## src/rtl/multi_cam_compositor.sv

```systemverilog
// Multi-camera compositor: pass-through of one camera stream, or side-by-side tiling of all streams
// through per-channel FIFOs and a round-robin arbiter. Define COMPOSITOR_OVF_EN for sticky overflow flags.
module multi_cam_compositor #(
  parameter int NUM_CAM        = 2,
  parameter int CAM_DATA_WIDTH = 12,
  parameter int CAM_LINE       = 9,
  parameter int CAM_PIXEL      = 10,
  parameter int TILE_WIDTH     = 160,
  parameter int TILE_DEPTH     = 240,
  parameter int FIFO_DEPTH     = 4
) (
  input  logic                                clk,
  input  logic                                rst_n,
  input  logic [NUM_CAM-1:0]                  i_we,
  input  logic [NUM_CAM*CAM_DATA_WIDTH-1:0]   i_data,
  input  logic [NUM_CAM*CAM_LINE-1:0]         i_line,
  input  logic [NUM_CAM*CAM_PIXEL-1:0]        i_pixel,
  input  logic [NUM_CAM*CAM_LINE-1:0]         i_imag_depth,
  input  logic [NUM_CAM*CAM_PIXEL-1:0]        i_imag_width,
  input  logic                                i_mode,
  input  logic [$clog2(NUM_CAM)-1:0]          i_sel,
  input  logic                                i_ovf_clr,
  output logic                                o_we,
  output logic [CAM_DATA_WIDTH-1:0]           o_data_wr,
  output logic [CAM_LINE-1:0]                 o_line,
  output logic [CAM_PIXEL-1:0]                o_pixel,
  output logic [CAM_LINE-1:0]                 o_imag_depth,
  output logic [CAM_PIXEL-1:0]                o_imag_width,
  output logic [NUM_CAM-1:0]                  o_ovf
);

  localparam int SW = $clog2(NUM_CAM);
  localparam int AW = $clog2(FIFO_DEPTH);

  typedef enum logic {MODE_PASS = 1'b0, MODE_COMP = 1'b1} mode_t;

  typedef struct packed {
    logic [CAM_LINE-1:0]       line;
    logic [CAM_PIXEL-1:0]      pixel;
    logic [CAM_DATA_WIDTH-1:0] data;
  } entry_t;

  logic [CAM_DATA_WIDTH-1:0] data_a  [NUM_CAM];
  logic [CAM_LINE-1:0]       line_a  [NUM_CAM];
  logic [CAM_PIXEL-1:0]      pixel_a [NUM_CAM];
  logic [CAM_LINE-1:0]       depth_a [NUM_CAM];
  logic [CAM_PIXEL-1:0]      width_a [NUM_CAM];
  entry_t                    entry_in[NUM_CAM];

  entry_t          mem    [NUM_CAM][FIFO_DEPTH];
  logic [AW-1:0]   wr_ptr [NUM_CAM];
  logic [AW-1:0]   rd_ptr [NUM_CAM];
  logic [AW:0]     cnt    [NUM_CAM];

  logic [NUM_CAM-1:0] push, pop, full, ovf_set;

  mode_t         mode_q, mode_p;
  logic [SW-1:0] sel_q, sel_p;
  logic          flush;
  logic [SW-1:0] arb_ptr;
  logic [SW-1:0] gnt;
  logic          gnt_vld;
  entry_t        head;

  // Per-channel unpacking, tile mapping (channel 0 is the rightmost tile) and FIFO handshake terms
  for (genvar k = 0; k < NUM_CAM; k++) begin : g_ch
    logic [CAM_PIXEL-1:0] pix_clip;
    assign data_a[k]  = i_data[k*CAM_DATA_WIDTH +: CAM_DATA_WIDTH];
    assign line_a[k]  = i_line[k*CAM_LINE +: CAM_LINE];
    assign pixel_a[k] = i_pixel[k*CAM_PIXEL +: CAM_PIXEL];
    assign depth_a[k] = i_imag_depth[k*CAM_LINE +: CAM_LINE];
    assign width_a[k] = i_imag_width[k*CAM_PIXEL +: CAM_PIXEL];
    assign pix_clip   = (pixel_a[k] > CAM_PIXEL'(TILE_WIDTH-1)) ? CAM_PIXEL'(TILE_WIDTH-1) : pixel_a[k];
    assign entry_in[k] = '{line:  line_a[k],
                           pixel: pix_clip + CAM_PIXEL'((NUM_CAM-1-k)*TILE_WIDTH),
                           data:  data_a[k]};
    assign full[k]    = (cnt[k] == (AW+1)'(FIFO_DEPTH));
    assign pop[k]     = (mode_q == MODE_COMP) && !flush && gnt_vld && (gnt == SW'(k));
    assign push[k]    = (mode_q == MODE_COMP) && !flush && i_we[k] && (!full[k] || pop[k]);
    assign ovf_set[k] = (mode_q == MODE_COMP) && !flush && i_we[k] && full[k] && !pop[k];
  end

  assign flush = (mode_q != mode_p) || (sel_q != sel_p);

  always_ff @(posedge clk or negedge rst_n) begin
    if (!rst_n) begin
      mode_q <= MODE_PASS;
      mode_p <= MODE_PASS;
      sel_q  <= '0;
      sel_p  <= '0;
    end else begin
      mode_q <= mode_t'(i_mode);
      sel_q  <= i_sel;
      mode_p <= mode_q;
      sel_p  <= sel_q;
    end
  end

  // Round-robin search starting at arb_ptr, which holds the channel after the last grant
  always_comb begin
    int unsigned   idx;
    logic [SW-1:0] cand;
    gnt_vld = 1'b0;
    gnt     = '0;
    idx     = 0;
    cand    = '0;
    for (int unsigned off = 0; off < NUM_CAM; off++) begin
      idx  = (int'(arb_ptr) + off) % NUM_CAM;
      cand = SW'(idx);
      if (!gnt_vld && (cnt[cand] != '0)) begin
        gnt_vld = 1'b1;
        gnt     = cand;
      end
    end
  end

  assign head = mem[gnt][rd_ptr[gnt]];

  always_ff @(posedge clk or negedge rst_n) begin
    if (!rst_n)
      arb_ptr <= '0;
    else if (flush)
      arb_ptr <= '0;
    else if (pop != '0)
      arb_ptr <= (gnt == SW'(NUM_CAM-1)) ? '0 : gnt + SW'(1);
  end

  always_ff @(posedge clk) begin
    for (int unsigned k = 0; k < NUM_CAM; k++)
      if (push[k]) mem[k][wr_ptr[k]] <= entry_in[k];
  end

  always_ff @(posedge clk or negedge rst_n) begin
    if (!rst_n) begin
      for (int unsigned k = 0; k < NUM_CAM; k++) begin
        wr_ptr[k] <= '0;
        rd_ptr[k] <= '0;
        cnt[k]    <= '0;
      end
    end else begin
      for (int unsigned k = 0; k < NUM_CAM; k++) begin
        if (flush) begin
          wr_ptr[k] <= '0;
          rd_ptr[k] <= '0;
          cnt[k]    <= '0;
        end else begin
          if (push[k]) wr_ptr[k] <= wr_ptr[k] + AW'(1);
          if (pop[k])  rd_ptr[k] <= rd_ptr[k] + AW'(1);
          if (push[k] && !pop[k])
            cnt[k] <= cnt[k] + (AW+1)'(1);
          else if (pop[k] && !push[k])
            cnt[k] <= cnt[k] - (AW+1)'(1);
        end
      end
    end
  end

  always_ff @(posedge clk or negedge rst_n) begin
    if (!rst_n) begin
      o_we         <= 1'b0;
      o_data_wr    <= '0;
      o_line       <= '0;
      o_pixel      <= '0;
      o_imag_depth <= '0;
      o_imag_width <= '0;
    end else if (mode_q == MODE_PASS) begin
      o_we         <= i_we[sel_q];
      o_data_wr    <= data_a[sel_q];
      o_line       <= line_a[sel_q];
      o_pixel      <= pixel_a[sel_q];
      o_imag_depth <= depth_a[sel_q];
      o_imag_width <= width_a[sel_q];
    end else begin
      o_imag_depth <= CAM_LINE'(TILE_DEPTH);
      o_imag_width <= CAM_PIXEL'(NUM_CAM*TILE_WIDTH);
      if (pop != '0) begin
        o_we      <= 1'b1;
        o_line    <= head.line;
        o_pixel   <= head.pixel;
        o_data_wr <= head.data;
      end else begin
        o_we      <= 1'b0;
      end
    end
  end

`ifdef COMPOSITOR_OVF_EN
  // A new overflow in the same cycle as a clear wins
  always_ff @(posedge clk or negedge rst_n) begin
    if (!rst_n)
      o_ovf <= '0;
    else
      o_ovf <= (i_ovf_clr ? '0 : o_ovf) | ovf_set;
  end
`else
  logic unused_ovf;
  assign unused_ovf = ^{i_ovf_clr, ovf_set};
  assign o_ovf      = '0;
`endif

endmodule
```

## config.mk

```make
export PLATFORM = sky130hd
export DESIGN_NAME = multi_cam_compositor
export DESIGN_NICKNAME = d
export VERILOG_FILES = /design/src/rtl/multi_cam_compositor.sv
export SDC_FILE = /design/constraint.sdc
export NUM_CORES = 1
export LEC_CHECK = 0
export ABC_AREA = 1
export ABC_CLOCK_PERIOD_IN_PS = 3600
export CAP_MARGIN = 20
export CELL_PAD_IN_SITES_DETAIL_PLACEMENT = 1
export CELL_PAD_IN_SITES_GLOBAL_PLACEMENT = 2
export CORE_MARGIN = 2
export CORE_UTILIZATION = 36
export DETAILED_ROUTE_END_ITERATION = 8
export PLACE_DENSITY = 0.89
export RECOVER_POWER = 25
export SYNTH_ARGS = -nofsm -noshare
export SYNTH_HDL_FRONTEND = slang
export SYNTH_SLANG_ARGS = --single-unit
```

## constraint.sdc

```tcl
create_clock -name clk -period 3.6 [get_ports clk]
set_input_delay 0.72 -clock clk [delete_from_list [all_inputs] [get_ports clk]]
set_output_delay 0.72 -clock clk [all_outputs]
set_load 0.02 [all_outputs]
```

**Yosys cells after proc, flatten, opt, wreduce, memory -nomap -nowiden**

Memories as Yosys holds them, arrays and structs flattened.
Cells that the tools add are included.

- Bits in registers: 70
- RAM bits: 248
- Input bits: 107
- Output and inout port bits: 53
- Memories: 1

Memory list:

| name | words | width | rd ports | clocked after Yosys merged registers in | wr ports | RTL line | text |
|---|---|---|---|---|---|---|---|
| mem | 2 | 124 | 1 | 0 | 2 | 50 | `entry_t mem [NUM_CAM][FIFO_DEPTH];` |

- Add/sub/neg operators: 11
- Magnitude comparators: 12
- Equal/unequal tests: 5
- Multiplexer cells: 70
- Bitwise operators: 8
- Reduce and logical (&&, ||, !) cells: 36

Operators with widths:

| operator | count |
|---|---|
| 124-bit 2-to-1 mux | 2 |
| 31-bit demux with 2-bit select | 2 |
| 31-bit 2-to-1 mux | 4 |
| 10-bit 2-to-1 mux | 11 |
| 9-bit 2-to-1 mux | 9 |
| 31-bit binary-select mux with 2-bit select | 1 |
| 12-bit 2-to-1 mux | 5 |
| 3-bit 2-to-1 mux | 12 |
| 2-bit 2-to-1 mux | 11 |
| 10-bit by 8-bit > comparator with 1-bit output, second input constant | 2 |
| 1-bit logical AND | 15 |
| 1-bit 2-to-1 mux | 13 |
| 2-bit nonzero test | 6 |
| 3-bit nonzero test | 4 |
| 10-bit by 8-bit adder with 10-bit output, second input constant | 1 |
| 3-bit >= comparator, second input constant | 3 |
| 2-bit inverter with 3-bit output | 3 |
| 2-bit by 1-bit adder with 2-bit output, second input constant | 4 |
| 2-bit >= comparator, second input constant | 4 |
| 1-bit logical NOT | 8 |
| 1-bit inverter with 2-bit output | 4 |
| 3-bit by 1-bit adder with 3-bit output, second input constant | 2 |
| 3-bit equality test, second input constant | 2 |
| 3-bit by 1-bit < comparator with 1-bit output, second input constant | 2 |
| other kinds (7) | 12 |

**Longest topological paths before layout**

- Depth after elaboration: 19
- Mapped depth: 16
- Gate-level depth less buffers: 15

**Least setup slack after synthesis**

OpenSTA, ideal clock, no wires.

- Path type: register to register
- Start: register cnt[4] (netlist bit)
- End: memory mem[1][0] (netlist bit) (enable)
- Arrival time: 2501 ps
- Data required time: 3181 ps
- Setup slack: 679 ps
- Stages on the path, launching flop included: 9
- Buffers on the path: 1
- Clock period less this slack: 2921 ps
- Cell sequence: dfrtp_1 -> nor2_2 -> nand2_2 -> nand2_4 -> nand2_4 -> buf_6 -> nor2_1 -> o21ai_2 -> nor2_1

RTL lines:

| element | RTL line | text |
|---|---|---|
| start, declared | 53 | `logic [AW:0] cnt [NUM_CAM];` |
| start signal, assigned by index | 150 | `cnt[k] <= cnt[k] + (AW+1)'(1);` |
| start signal, assigned by index | 152 | `cnt[k] <= cnt[k] - (AW+1)'(1);` |
| end, declared | 50 |  |

**Worst setup path in the final report**

- Start: register cnt[4] (netlist bit)
- End: register o_line[4]

- Word-level cells in the longest chain between the ends: 18
- Elaborated cells on any way between the ends: 31
- Those cells by class: 1 x eq/ne; 18 x mux; 3 x bitwise; 8 x reduce/logical; 1 x memory

RTL lines:

| element | RTL line | text |
|---|---|---|
| 3-bit 2-to-1 mux (implied by the code) (3 in a row) | 110 | `if (!gnt_vld && (cnt[cand] != '0)) begin` |
| 3-bit nonzero test | 110 |  |
| 1-bit 2-to-1 mux | 110 |  |
| 1-bit logical NOT | 110 |  |
| 1-bit logical AND | 110 |  |
| 1-bit 2-to-1 mux | 110 |  |
| 1-bit inverter with 2-bit output (implied by the code) | 117 | `assign head = mem[gnt][rd_ptr[gnt]];` |
| 2-bit 2-to-1 mux (implied by the code) (3 in a row) | 117 |  |
| 2-bit inverter with 3-bit output (implied by the code) | 117 |  |
| 31-bit binary-select mux with 2-bit select | 117 |  |
| 31-bit 2-to-1 mux (implied by the code) (2 in a row) | 117 |  |
| 9-bit 2-to-1 mux | 176 | `if (pop != '0) begin` |
| 9-bit 2-to-1 mux | 166 | `end else if (mode_q == MODE_PASS) begin` |
| end signal, assigned | 169 | `o_line <= line_a[sel_q];` |
| end signal, assigned | 178 | `o_line <= head.line;` |
| end, declared | 25 | `output logic [CAM_LINE-1:0] o_line,` |

Parallel ways exist; a longest one is shown, timed or not. The select of a mux whose other input is x is not followed.
A chain may end at the register's enable or synchronous reset.

==> flow_summary.ini <==
[pwr]
irDropWorstVdd_v = 0.000322
power_density_mw_per_mm2 = 501
p_sw_share_pct = 23.4
leakagePower_nw = 7.45
pwr-share-comb_pct = 10.6
p_switching_mw = 2.09
pwr-share-clk_pct = 43.6
seq_power_share_pct = 45.8
p_total_mw = 8.93
p_int_mw = 6.84

[sta]
fmax_mhz = 374
tightest_slew_ns = 0.984
worst_slack_ns = 0.930
finalCritPeriodShare_pct = 74.2
fin_skew_ns = 0.0147
report.final.slew_viol_count = 0
finalCriticalPeriod_ns = 2.67
max_slew_margin_pct = 34.4
setup_viol = 0
fin_tns_setup_ns = 0
hold_slack_ns = 0.371
hold_viol = 0
rsz0062_at_grt = no

[floorplan]
initial_core_util_pct = 36.7
die_x_um = 203
coreArea_sq_mm = 0.0389
die_h_um = 203
dieArea_sq_mm = 0.0413
ios = 160
placementRows = 72

[worst_hold_path]
min_path_type = input port to asynchronous set/reset pin

[drt]
wl_per_cell_um = 19.7
dr.pass1.iters = 5
wirelength_mm = 43.1
via_per_inst = 5.07
antenna_left = 0
vias = 11121
drc = 0
first_iter_violations = 615

[clocking]
cts-buffers-inserted = 36
clkTransAtPathRegs_ns = 0.05
h-tree-depth = 2
post-cts-setup-buffers = 0
cts-root-buf = clkbuf_16
cts_resized = 0
cts_num_sinks = 318
clk_path_buf_depth = 3
clk_latency_ns = 0.52
ctsHoldBuffers = 0
tritoncts = done

[setup_path]
reg2reg_slack_ns = 0.93
arrival_ns = 3.12
required_ns = 4.05
startpoint = cnt[4]
endpoint = o_line[4]
critical_path_class = flip-flop to flip-flop
r2r_cells = 11
r2r_end = o_line[4]
r2r-start = cnt[4]
cp-end-kind = flip-flop
worst_setup_path_start_kind = flip-flop
cp_max_fo = 48

[synth]
synth_cell_types = 32
postSynthAreaPerCell_sq_um = 9.59
synth-edff-count = 248
async_flop_share_pct = 22.0
synthCells = 1491
synth_area_leader_cell = edfxtp_1
ys.flop_type = edfxtp_1
synthDominantCellAreaShare_pct = 52.1
ys_top_cells_by_count = nand2_1 (686), edfxtp_1 (248), nand3_1 (168)
synth_area_leaders = edfxtp_1 (52%), nand2_1 (18%), dfrtp_1 (12%)
synth_area_sq_mm = 0.0143
ys_ff_latch = 318
yosysMostFrequentCell = nand2_1
synth_warnings = 0
yosysSeqAreaShare_pct = 64.3

[placement]
gp_congestion = 0.744
port_buffers = 156
pre_cts_ws_ns = 0.835
hpwlAfterDp_mm = 25.8

[grt]
antenna_found_initial = 0
grt_use_total_pct = 21.0
grt_max_degree = 86
grt_pass1_wl_mm = 66.3
grt-ovfl-total = 0
first_global_vias = 11876

[layout]
antenna_cells = 0
final_nets = 1764
syn2layout_area_growth_pct = 24.5
final_layout_size_suffix_gt1_share_pct = 7.83
fin_util_pct = 45.7

[job]
cap_violations = 0

[outcome]
outcome = complete, no violations
state kept, by name, summed over array words and instances, names as in the netlist, 4 cells and up:
signal,count
o_imag_width,10
o_pixel,10
o_data_wr,12
rd_ptr,4
o_imag_depth,9
cnt,6
mem,248
wr_ptr,4
o_line,9
routing by layer:
layer | up-vias | track usage, % | wire length, um
li1 | 5212 | - | -
met4 | 0 | 6.60 | 1090
met1 | 5534 | 26.7 | 18300
met5 | - | 0 | 0
met2 | 305 | 36.5 | 21200
met3 | 70 | 3.64 | 2510
per-stage QoR:
stage | instances | area (sq um)
finish | 2192 | 17800
global route | 2192 | 17800
CTS | 2192 | 17800
detailed placement | 2126 | 16500
global placement | 2126 | 16500
floorplan | 1504 | 14300
cell usage in the layout (no fill, tap or decap), drive strengths merged:
cell and n:
ha 9, o21ai 31, dfrtp 70, clkdlybuf4s50 111, bufinv 5, nand3 171
nor2 52, conb 14, nand4 2, xor2 5, nand2 691, o31ai 1
inv 54, dlygate4sd3 44, xnor2 3, nor3 3, a21boi 1, buf 35
clkbuf 53, fa 2, a21oi 62, edfxtp 248, clkinv 7
worst max-delay path: stages (launching register included):
cell and delay [ns]:
dfrtp_1 0.40, nor2_2 0.17, nand2_2 0.12, nand2_4 0.09
nand2_4 0.33, nand2_1 0.21, o21ai_2 0.08, inv_2 0.70
nand2_1 0.12, nand3_1 0.13, nand2_1 0.14, nand2_1 0.09
cells by family (layout without fill, tap and decap cells):
logic type	count (synthesis)	after routing	share of synthesized area, %
fa+ha+maj	11	11	1.07
compound gates	95	95	3.47
simple gates	919	919	26.1
buf+inv	139	309	4.50
other cells	1	14	0.0262
flops	318	318	64.3
xor+xnor	8	8	0.490
worst min path at each step:
stage                       from               to  cells after the start
floorplan                  sel_q            sel_p                      0
finish                     rst_n  o_imag_width[5]                      1
detailed placement    o_pixel[6]       o_pixel[6]                      2
global route               rst_n  o_imag_depth[7]                      1
CTS                        rst_n  o_imag_width[5]                      1
global placement    o_data_wr[1]     o_data_wr[1]                      2
power by group through the flow:
stage | logic, mW | clock network (mW) | registers, mW
2_1_floorplan | 0.420 | 0 | 4.23
3_3_place_gp | 0.937 | 0 | 4.16
3_5_place_dp | 0.956 | 0 | 4.16
4_1_cts | 0.966 | 3.98 | 4.09
5_1_grt | 1.04 | 4.10 | 4.10
6_report | 0.946 | 3.89 | 4.09
cell type report:
class / count / area, sq um
flip-flops and latches: 318 / 9200
fillers: 4371 / 21100
multi-input cells: 1047 / 4580
well taps: 518 / 648
inverters: 53 / 199
clock buffers: 53 / 1080
clock inverters: 13 / 198
repair buffers: 190 / 1900
No activity file was read; power rests on OpenSTA's default activity.
